$ cat src/rtl/risc_core_mc.sv
// risc_core_mc: multi-cycle RISC core with req/ack instruction and data memory ports.
// Optional retirement counter is built when RISC_CORE_MC_RETIRE_CNT_EN is defined.
module risc_core_mc #(
  parameter int unsigned       DATA_W  = 8,
  parameter int unsigned       ADDR_W  = 8,
  parameter logic [DATA_W-1:0] IO_ADDR = {DATA_W{1'b1}}
) (
  input  logic              clk,
  input  logic              reset,
  output logic              imem_req,
  output logic [ADDR_W-1:0] imem_addr,
  input  logic [15:0]       imem_rdata,
  input  logic              imem_ack,
  output logic              dmem_req,
  output logic              dmem_we,
  output logic [DATA_W-1:0] dmem_addr,
  output logic [DATA_W-1:0] dmem_wdata,
  input  logic [DATA_W-1:0] dmem_rdata,
  input  logic              dmem_ack,
  input  logic [DATA_W-1:0] io_in,
  output logic [DATA_W-1:0] io_out,
  output logic              halted,
  output logic [31:0]       retired_cnt
);

  localparam int unsigned INSTR_W = 16;

  localparam logic [2:0] OP_ADD   = 3'd0;
  localparam logic [2:0] OP_SUB   = 3'd1;
  localparam logic [2:0] OP_LOAD  = 3'd2;
  localparam logic [2:0] OP_STORE = 3'd3;
  localparam logic [2:0] OP_JUMP  = 3'd4;
  localparam logic [2:0] OP_BEQZ  = 3'd5;
  localparam logic [2:0] OP_ADDI  = 3'd6;
  localparam logic [2:0] OP_HALT  = 3'd7;

  typedef enum logic [1:0] {S_FETCH, S_EXEC, S_MEM, S_HALTED} state_t;

  state_t               state_q, state_d;
  logic [ADDR_W-1:0]    pc_q, pc_d;
  logic [INSTR_W-1:0]   ir_q, ir_d;
  logic [DATA_W-1:0]    rf_q [1:3];
  logic [DATA_W-1:0]    rf_d [1:3];
  logic [DATA_W-1:0]    io_out_q, io_out_d;
  logic                 halted_q, halted_d;
  logic                 imem_req_q, imem_req_d;
  logic                 dmem_req_q, dmem_req_d;
  logic                 dmem_we_q, dmem_we_d;
  logic [DATA_W-1:0]    dmem_addr_q, dmem_addr_d;
  logic [DATA_W-1:0]    dmem_wdata_q, dmem_wdata_d;

  logic [2:0]           op_c;
  logic [1:0]           rd_c, rs1_c, rs2_c;
  logic [7:0]           imm_c;
  logic [DATA_W-1:0]    rf_rd_c [4];
  logic [DATA_W-1:0]    rs1_val_c, rs2_val_c, rd_val_c, ea_c;
  logic [ADDR_W-1:0]    pc_inc_c;
  logic                 wb_en_c;
  logic [DATA_W-1:0]    wb_val_c;

  assign op_c  = ir_q[15:13];
  assign rd_c  = ir_q[12:11];
  assign rs1_c = ir_q[10:9];
  assign rs2_c = ir_q[8:7];
  assign imm_c = ir_q[7:0];

  // R0 is hardwired to zero; only R1..R3 have storage.
  assign rf_rd_c[0] = '0;
  assign rf_rd_c[1] = rf_q[1];
  assign rf_rd_c[2] = rf_q[2];
  assign rf_rd_c[3] = rf_q[3];

  assign rs1_val_c = rf_rd_c[rs1_c];
  assign rs2_val_c = rf_rd_c[rs2_c];
  assign rd_val_c  = rf_rd_c[rd_c];
  assign ea_c      = rs1_val_c + DATA_W'(imm_c);
  assign pc_inc_c  = pc_q + ADDR_W'(1);

  // Next-state, datapath and registered-output logic.
  always_comb begin
    state_d      = state_q;
    pc_d         = pc_q;
    ir_d         = ir_q;
    rf_d         = rf_q;
    io_out_d     = io_out_q;
    halted_d     = halted_q;
    imem_req_d   = imem_req_q;
    dmem_req_d   = dmem_req_q;
    dmem_we_d    = dmem_we_q;
    dmem_addr_d  = dmem_addr_q;
    dmem_wdata_d = dmem_wdata_q;
    wb_en_c      = 1'b0;
    wb_val_c     = '0;

    unique case (state_q)
      S_FETCH: begin
        if (imem_req_q && imem_ack) begin
          ir_d       = imem_rdata;
          imem_req_d = 1'b0;
          state_d    = S_EXEC;
        end else begin
          imem_req_d = 1'b1;
        end
      end
      S_EXEC: begin
        state_d    = S_FETCH;
        imem_req_d = 1'b1;
        pc_d       = pc_inc_c;
        unique case (op_c)
          OP_ADD: begin
            wb_en_c  = 1'b1;
            wb_val_c = rs1_val_c + rs2_val_c;
          end
          OP_SUB: begin
            wb_en_c  = 1'b1;
            wb_val_c = rs1_val_c - rs2_val_c;
          end
          OP_ADDI: begin
            wb_en_c  = 1'b1;
            wb_val_c = rs1_val_c + DATA_W'(imm_c);
          end
          OP_JUMP: pc_d = ADDR_W'(imm_c);
          OP_BEQZ: begin
            if (rs1_val_c == '0) pc_d = ADDR_W'(imm_c);
          end
          OP_LOAD, OP_STORE: begin
            // The I/O port completes inside EXEC; everything else goes out on dmem.
            if (ea_c == IO_ADDR) begin
              if (op_c == OP_LOAD) begin
                wb_en_c  = 1'b1;
                wb_val_c = io_in;
              end else begin
                io_out_d = rd_val_c;
              end
            end else begin
              state_d      = S_MEM;
              imem_req_d   = 1'b0;
              pc_d         = pc_q;
              dmem_req_d   = 1'b1;
              dmem_we_d    = (op_c == OP_STORE);
              dmem_addr_d  = ea_c;
              dmem_wdata_d = rd_val_c;
            end
          end
          OP_HALT: begin
            state_d    = S_HALTED;
            imem_req_d = 1'b0;
            pc_d       = pc_q;
            halted_d   = 1'b1;
          end
          default: ;
        endcase
      end
      S_MEM: begin
        if (dmem_req_q && dmem_ack) begin
          if (!dmem_we_q) begin
            wb_en_c  = 1'b1;
            wb_val_c = dmem_rdata;
          end
          dmem_req_d = 1'b0;
          dmem_we_d  = 1'b0;
          pc_d       = pc_inc_c;
          imem_req_d = 1'b1;
          state_d    = S_FETCH;
        end
      end
      S_HALTED: ;
      default: ;
    endcase

    if (wb_en_c) begin
      unique case (rd_c)
        2'd1:    rf_d[1] = wb_val_c;
        2'd2:    rf_d[2] = wb_val_c;
        2'd3:    rf_d[3] = wb_val_c;
        default: ;
      endcase
    end
  end

  always_ff @(posedge clk) begin
    if (reset) begin
      state_q      <= S_FETCH;
      pc_q         <= '0;
      ir_q         <= '0;
      rf_q         <= '{default: '0};
      io_out_q     <= '0;
      halted_q     <= 1'b0;
      imem_req_q   <= 1'b0;
      dmem_req_q   <= 1'b0;
      dmem_we_q    <= 1'b0;
      dmem_addr_q  <= '0;
      dmem_wdata_q <= '0;
    end else begin
      state_q      <= state_d;
      pc_q         <= pc_d;
      ir_q         <= ir_d;
      rf_q         <= rf_d;
      io_out_q     <= io_out_d;
      halted_q     <= halted_d;
      imem_req_q   <= imem_req_d;
      dmem_req_q   <= dmem_req_d;
      dmem_we_q    <= dmem_we_d;
      dmem_addr_q  <= dmem_addr_d;
      dmem_wdata_q <= dmem_wdata_d;
    end
  end

  assign imem_req   = imem_req_q;
  assign imem_addr  = pc_q;
  assign dmem_req   = dmem_req_q;
  assign dmem_we    = dmem_we_q;
  assign dmem_addr  = dmem_addr_q;
  assign dmem_wdata = dmem_wdata_q;
  assign io_out     = io_out_q;
  assign halted     = halted_q;

`ifdef RISC_CORE_MC_RETIRE_CNT_EN
  logic        retire_c;
  logic [31:0] retired_cnt_q, retired_cnt_d;

  // Retirement is the final EXEC edge (including HALT) or the MEM ack edge.
  always_comb begin
    retire_c      = ((state_q == S_EXEC) && (state_d != S_MEM)) ||
                    ((state_q == S_MEM) && (state_d == S_FETCH));
    retired_cnt_d = retired_cnt_q + 32'(retire_c);
  end

  always_ff @(posedge clk) begin
    if (reset) retired_cnt_q <= '0;
    else       retired_cnt_q <= retired_cnt_d;
  end

  assign retired_cnt = retired_cnt_q;
`else
  assign retired_cnt = '0;
`endif

endmodule

$ cat config.mk
export PLATFORM = sky130hd
export DESIGN_NAME = risc_core_mc
export DESIGN_NICKNAME = d
export VERILOG_FILES = /design/src/rtl/risc_core_mc.sv
export SDC_FILE = /design/constraint.sdc
export NUM_CORES = 1
export LEC_CHECK = 0
export BUFFER_PORTS_ARGS = -buffer_cell sky130_fd_sc_hd__buf_2
export CAP_MARGIN = 20
export CELL_PAD_IN_SITES_DETAIL_PLACEMENT = 2
export CELL_PAD_IN_SITES_GLOBAL_PLACEMENT = 2
export CORE_ASPECT_RATIO = 1.4
export CORE_MARGIN = 2
export CORE_UTILIZATION = 30
export CTS_BUF_LIST = sky130_fd_sc_hd__clkbuf_16
export DETAILED_ROUTE_END_ITERATION = 7
export PLACE_DENSITY_LB_ADDON = 0.1
export SETUP_SLACK_MARGIN = 0.05
export SYNTH_ARGS = -nofsm -noshare
export SYNTH_HDL_FRONTEND = slang
export SYNTH_SLANG_ARGS = --single-unit
$ cat constraint.sdc
create_clock -name clk -period 7.5 [get_ports clk]
set_input_delay 0.375 -clock clk [delete_from_list [all_inputs] [get_ports clk]]
set_output_delay 0.375 -clock clk [all_outputs]
set_load 0.1 [all_outputs]
==> results of run 1 <==
==> cells in the mapped netlist (all sizes together), types with 2 or more instances <==
cell     instances
a211oi          21
a21o             7
a21oi           49
a22o             6
a22oi           23
a2bb2oi          2
a311o            3
a31oi            4
and3             8
buf             46
clkbuf          25
dfxtp           78
fa               2
ha              20
inv             16
mux2            26
mux2i           10
nand2           56
nand2b           5
nand3           11
nand3b          24
nand4            5
nand4b           2
nor2            47
nor2b           11
nor3             7
nor4             4
o211a            2
o211ai           3
o21a             3
o21ai           33
o22ai            2
o31ai            2
o32ai            3
or2              4
xnor2            5
xor2             9
==> power groups by stage <==
stage	Clock (mW)	Sequential [mW]	Combinational (mW)
after floorplan	0	0.485	0.178
after global placement	0	0.457	0.234
after detailed placement	0	0.458	0.236
after CTS	0.462	0.448	0.237
after global routing	0.479	0.451	0.251
final	0.448	0.448	0.235
==> registers in the layout (all words and copies together) (netlist names), 2 cells and up <==
name / flops
rf_q: 24
ir_q: 16
dmem_addr: 8
dmem_wdata: 8
imem_addr: 8
io_out: 8
state_q: 2
==> worst reg2reg max path: cells and delay by family (launching register included) <==
kind / cells / cell delay [ns]
and+or+nand+nor: 6 / 2.12
AOI/OAI and AO/OA: 2 / 0.62
buffers and inverters: 1 / 0.09
muxes: 2 / 0.79
adders and majority gates: 2 / 0.66
DFF: 1 / 0.59
==> cells by family (layout without fill, tap and decap cells) <==
logic type	after synthesis	in the layout	share of synthesized area, %
buffers and inverters	87	109	10.0
XOR/XNOR	14	14	2.44
AO/OA/AOI/OAI	174	174	23.3
flip-flops	78	78	31.0
adder cells (fa/ha/maj)	22	22	5.77
other	1	32	0.0746
AND/OR/NAND/NOR	190	190	19.6
multiplexers	36	36	7.81
==> layer usage <==
layer / track usage, % / wire [um] / up-vias
met5: 0 / 0 / -
met4: 7.32 / 377 / 0
met3: 3.04 / 450 / 11
met2: 37.6 / 9260 / 84
met1: 21.4 / 6850 / 2279
li1: - / - / 2200
==> per-stage QoR <==
| stage | power, mW | hold slack, ns | setup WS (ns) | std cells |
|---|---|---|---|---|
| after floorplan | 0.663 | 0.454 | 3.62 | 633 |
| after global placement | 0.691 | 0.437 | 2.83 | 839 |
| after detailed placement | 0.694 | 0.447 | 2.61 | 839 |
| after CTS | 1.15 | 0.257 | 2.57 | 855 |
| after global routing | 1.18 | 0.266 | 2.22 | 858 |
| final | 1.13 | 0.269 | 2.57 | 858 |
==> cell type report <==
cell class	instances	area, sq um	area share, %
multi-input combinational	468	3080	54.5
clock buffer	9	225	3.98
clock inverter	7	72.6	1.28
sequential	78	1560	27.6
tap	203	254	4.49
inverter	16	60.1	1.06
timing repair buffer	77	400	7.08
==> final timing paths <==
path | from | to | slack, ns | cells past startpoint
hold reg to reg | halted$_SDFFE_PP0P_ | halted$_SDFFE_PP0P_ | 0.45 | 2
setup / recovery | ir_q[10]$_SDFFE_PP0P_ | dmem_addr[3]$_SDFFE_PP0P_ | 2.57 | 13
setup reg to reg | ir_q[10]$_SDFFE_PP0P_ | dmem_addr[3]$_SDFFE_PP0P_ | 2.57 | 13
hold / removal | imem_rdata[12] | ir_q[12]$_SDFFE_PP0P_ | 0.27 | 3
==> impl_metrics.tcl, run 1 <==
set metrics [dict create \
    drt_first_pass_iters 4 \
    final-hold-violation-count 0 \
    powerDensity_mw_per_mm2 200 \
    grt_setup_unrepaired "no" \
    synth_area_sq_mm 0.00503 \
    p_leak_nw 2.25 \
    die_x_um 113 \
    placed_area_sq_mm 0.00533 \
    drt-wirelength-per-cell_um 19.7 \
    fin_nets 708 \
    final_cell_mix "78 x dfxtp_1, 71 x buf_2, 55 x nand2_1, 49 x a21oi_1, 46 x nor2_1" \
    clk_latency_ns 0.35 \
    port_buffers 71 \
    yosysWarnings 0 \
    final_util_pct 34.0 \
    grt_antenna_before_repair 0 \
    stdcell_area_sq_mm 0.00565 \
    min_period_ns 4.93 \
    postSynthCellCount 602 \
    gp_congestion 0.862 \
    max_slew_margin_pct 32.3 \
    worst_path_max_delay_cell "and3_1" \
    cts_buffers 9 \
    cts-root-buf "clkbuf_16" \
    worst_setup_path_start_kind "register" \
    drt_iter0_markers 136 \
    core_area_sq_mm 0.0166 \
    ant_nets 0 \
    required_ns 7.79 \
    peakVddDrop_mv 0.0890 \
    cp_top_family "simple AND/OR/NAND/NOR gates" \
    grt_usage_pct 19.6 \
    worst_slew_pin_slew_ns 1.02 \
    die_area_sq_mm 0.0178 \
    initial_utilization_pct 30.3 \
    max_stage_delay_ns 0.90 \
    grt_first_pass_wirelength_mm 27.1 \
    skew_ns 0.0137 \
    ioPinCount 104 \
    cts.path.max_buffers 2 \
    rows 56 \
    holdCritPathClass "input port to register" \
    synth-seq-area-share_pct 31.0 \
    p_seq_share_pct 39.6 \
    crit_buf_inv 1 \
    dr_total_vias 4574 \
    yosysTopAreaCellShare_pct 31.0 \
    ctsResizeCount 0 \
    synth-seq-cells 78 \
    p_clk_share_pct 39.6 \
    globalRoute.totalOverflow 0 \
    chipHeight_um 157 \
    fmax_ghz 0.203 \
    synth_cell_types 68 \
    cts_hold_buf 0 \
    path_clk_slew_ns 0.07 \
    synth_area_leader_cell "dfxtp_1" \
    cts.sinks 78 \
    grt_pass1_vias 4931 \
    cts_max_level 3 \
    drc 0 \
    power_frac_comb_pct 20.8 \
    maxSlewViolCount 0 \
    final_common_cell "dfxtp_1" \
    path_class "register to register" \
    synth_flop_cell "dfxtp_1" \
    fill_cells 1889 \
    cts_setup_buffers 0 \
    antennaDiodeCount 0 \
    end_kind "register" \
    syn_to_final_growth_pct 12.4 \
    grt_max_degree 90 \
    drive_gt1_share_pct 19.8 \
    cts_tree "yes" \
    viasPerCell 5.33 \
    drv_cap 0 \
    crit_arrival_ns 5.22 \
    setup_viol 0 \
    p_sw_mw 0.398 \
    synth_edf_count 0 \
    p_int_mw 0.733 \
    tns_ns 0 \
    synth-async-reset-ratio_pct 0 \
    routed_wl_mm 16.9 \
    synth_area_leaders "dfxtp_1 31%, ha_1 5.0%, buf_4 4.9%, mux2_2 4.9%, a21oi_1 4.9%" \
    dp_hpwl_mm 13.2 \
    finalCritPeriodShare_pct 65.7 \
    outcome "finished, final reports clean" \
    syn_avg_cell_area_sq_um 8.36 \
    crit_chain "mux2_2, a22oi_1, inv_1, ha_1, fa_1, a211oi_1, nor4_1, or3b_2, nand4b_1, or3_1, and3_1, mux2_1, nor2_1" \
    switching_share_pct 35.2 \
    cp_max_fo 25 \
]
(Power assumes the default switching activity.)
==> run 2, diff against run 1 <==
==> constraint.sdc (replaced) <==
create_clock -name clk -period 4.95 [get_ports clk]
set_input_delay 0.2475 -clock clk [delete_from_list [all_inputs] [get_ports clk]]
set_output_delay 0.2475 -clock clk [all_outputs]
set_load 0.1 [all_outputs]
==> impl_metrics.tcl, run 2 (synthesis results as in run 1) <==
set metrics [dict create \
    outcome "finished, final reports clean" \
    grt_first_pass_wirelength_mm 27.2 \
    cts_hold_buf 0 \
    core_area_sq_mm 0.0166 \
    instances_no_fill 866 \
    dp_hpwl_mm 13.7 \
    ioPinCount 104 \
    cts-root-buf "clkbuf_16" \
    drt-wirelength-per-cell_um 20.2 \
    path_class "register to register" \
    grt_max_degree 50 \
    maxSlewViolCount 0 \
    holdCritPathClass "input port to register" \
    die_x_um 113 \
    report.power.total_mw 1.73 \
    final_util_pct 34.4 \
    min_period_ns 4.46 \
    reg_top3 "rf_q (24), ir_q (16)" \
    initial_utilization_pct 30.3 \
    worst_path_max_delay_cell "nor3b_2" \
    cts.path.max_buffers 2 \
    p_leak_nw 2.29 \
    max_slew_margin_pct 35.2 \
    clk_latency_ns 0.35 \
    crit_chain "buf_4, nor2b_1, a22oi_1, inv_1, ha_1, fa_1, a211o_1, a311o_1, nor4_2, nand4b_1, nor4_2, nor3b_2, a21oi_1, o21ai_0" \
    rows 56 \
    cts_max_level 3 \
    crit_arrival_ns 4.73 \
    syn_to_final_growth_pct 13.6 \
    gp_congestion 0.858 \
    final_cell_mix "78 x dfxtp_1, 71 x buf_2, 55 x nand2_1, 49 x a21oi_1, 46 x nor2_1" \
    cp_max_fo 8 \
    fin_nets 716 \
    drt_first_pass_iters 4 \
    ant_nets 0 \
    final_common_cell "dfxtp_1" \
    powerDensity_mw_per_mm2 302 \
    cts_buffers 9 \
    drive_gt1_share_pct 20.8 \
    antennaDiodeCount 0 \
    grt_pass1_vias 4905 \
    drc 0 \
    end_kind "register" \
    globalRoute.totalOverflow 0 \
    largest_register_ffs 24 \
    tns_ns 0 \
    viasPerCell 5.30 \
    cts.sinks 78 \
    skew_ns 0.00680 \
    routed_wl_mm 17.5 \
    worst_setup_path_start_kind "register" \
    top_register "rf_q" \
    dr_total_vias 4588 \
    die_area_sq_mm 0.0178 \
    peakVddDrop_mv 0.115 \
    chipHeight_um 157 \
    finalCritPeriodShare_pct 90.1 \
    port_buffers 71 \
    grt_usage_pct 19.9 \
    setup_viol 0 \
    required_ns 5.22 \
    max_stage_delay_ns 0.52 \
    worst_slew_pin_slew_ns 0.973 \
    final-hold-violation-count 0 \
    cpMostUsedCell "nor4_2" \
    grt_setup_unrepaired "no" \
    grt_antenna_before_repair 0 \
    place_inst 847 \
    drv_cap 0 \
    cts_tree "yes" \
    path_clk_slew_ns 0.07 \
    fmax_ghz 0.224 \
    drt_iter0_markers 202 \
]
## run 2: changes by cell type in the layout (fill, tap and decap cells not counted)
| cell | previous run | this run |
|---|---|---|
| and3_2 | 0 | 1 |
| clkinv_4 | 1 | 0 |
| inv_6 | 1 | 2 |
| clkinv_2 | 2 | 0 |
| buf_4 | 6 | 14 |
| and3_1 | 8 | 7 |
| inv_1 | 16 | 17 |
| clkinvlp_4 | 2 | 3 |
## run 2: final cells by class
cell class	count	area (sq um)
clock buffer	9	225
multi-input combinational	468	3080
clock inverter	7	73.8
timing repair buffer	85	460
tap	203	254
sequential	78	1560
inverter	16	60.1
fill	1896	10900
## run 2: path summary, 6_finish.rpt
path,start,to,slack (ns),cells past startpoint
max,ir_q[10]$_SDFFE_PP0P_,rf_q[10]$_SDFFE_PP0P_,0.49,14
min,imem_rdata[14],ir_q[14]$_SDFFE_PP0P_,0.14,3
max reg2reg,ir_q[10]$_SDFFE_PP0P_,rf_q[10]$_SDFFE_PP0P_,0.49,14
min reg2reg,halted$_SDFFE_PP0P_,halted$_SDFFE_PP0P_,0.45,2
## run 2: through the flow
step / hold WS (ns) / cell area (sq um) / setup WS [ns]
after floorplan: 0.383 / 5150 / 1.07
after global placement: 0.438 / 5390 / 0.596
after detailed placement: 0.443 / 5390 / 0.326
after CTS: 0.126 / 5690 / 0.285
after global routing: 0.142 / 5720 / 0.0780
final: 0.139 / 5720 / 0.488
## run 2: critical path, delay by kind of cell, from the launching register on
kind                       cells  cell delay [ns]
and+or+nand+nor                5             1.63
AOI/OAI and AO/OA              5             1.48
adders and majority gates      2             0.66
DFF                            1             0.33
buffers and inverters          2             0.26
## run 2: power by group
part / internal [mW] / leakage [nW] / switching, mW / total (mW)
Sequential: 0.647 / 0.630 / 0.0208 / 0.668
Combinational: 0.0769 / 1.52 / 0.297 / 0.373
Clock: 0.393 / 0.140 / 0.294 / 0.687
## run 2: repair_timing
action                                  4_1_cts  5_1_grt
setup buffers                                 0        0
endpoints found under the setup margin        0        1
resized for setup                             0        1
## run 2: metal layers
| metal | up-vias | global-route usage (%) | share of wire [%] |
|---|---|---|---|
| met5 | - | 0 | 0 |
| met4 | 0 | 6.39 | 2.0 |
| met3 | 19 | 2.85 | 2.4 |
| met2 | 74 | 38.3 | 55 |
| met1 | 2280 | 22.2 | 41 |
| li1 | 2215 | - | - |
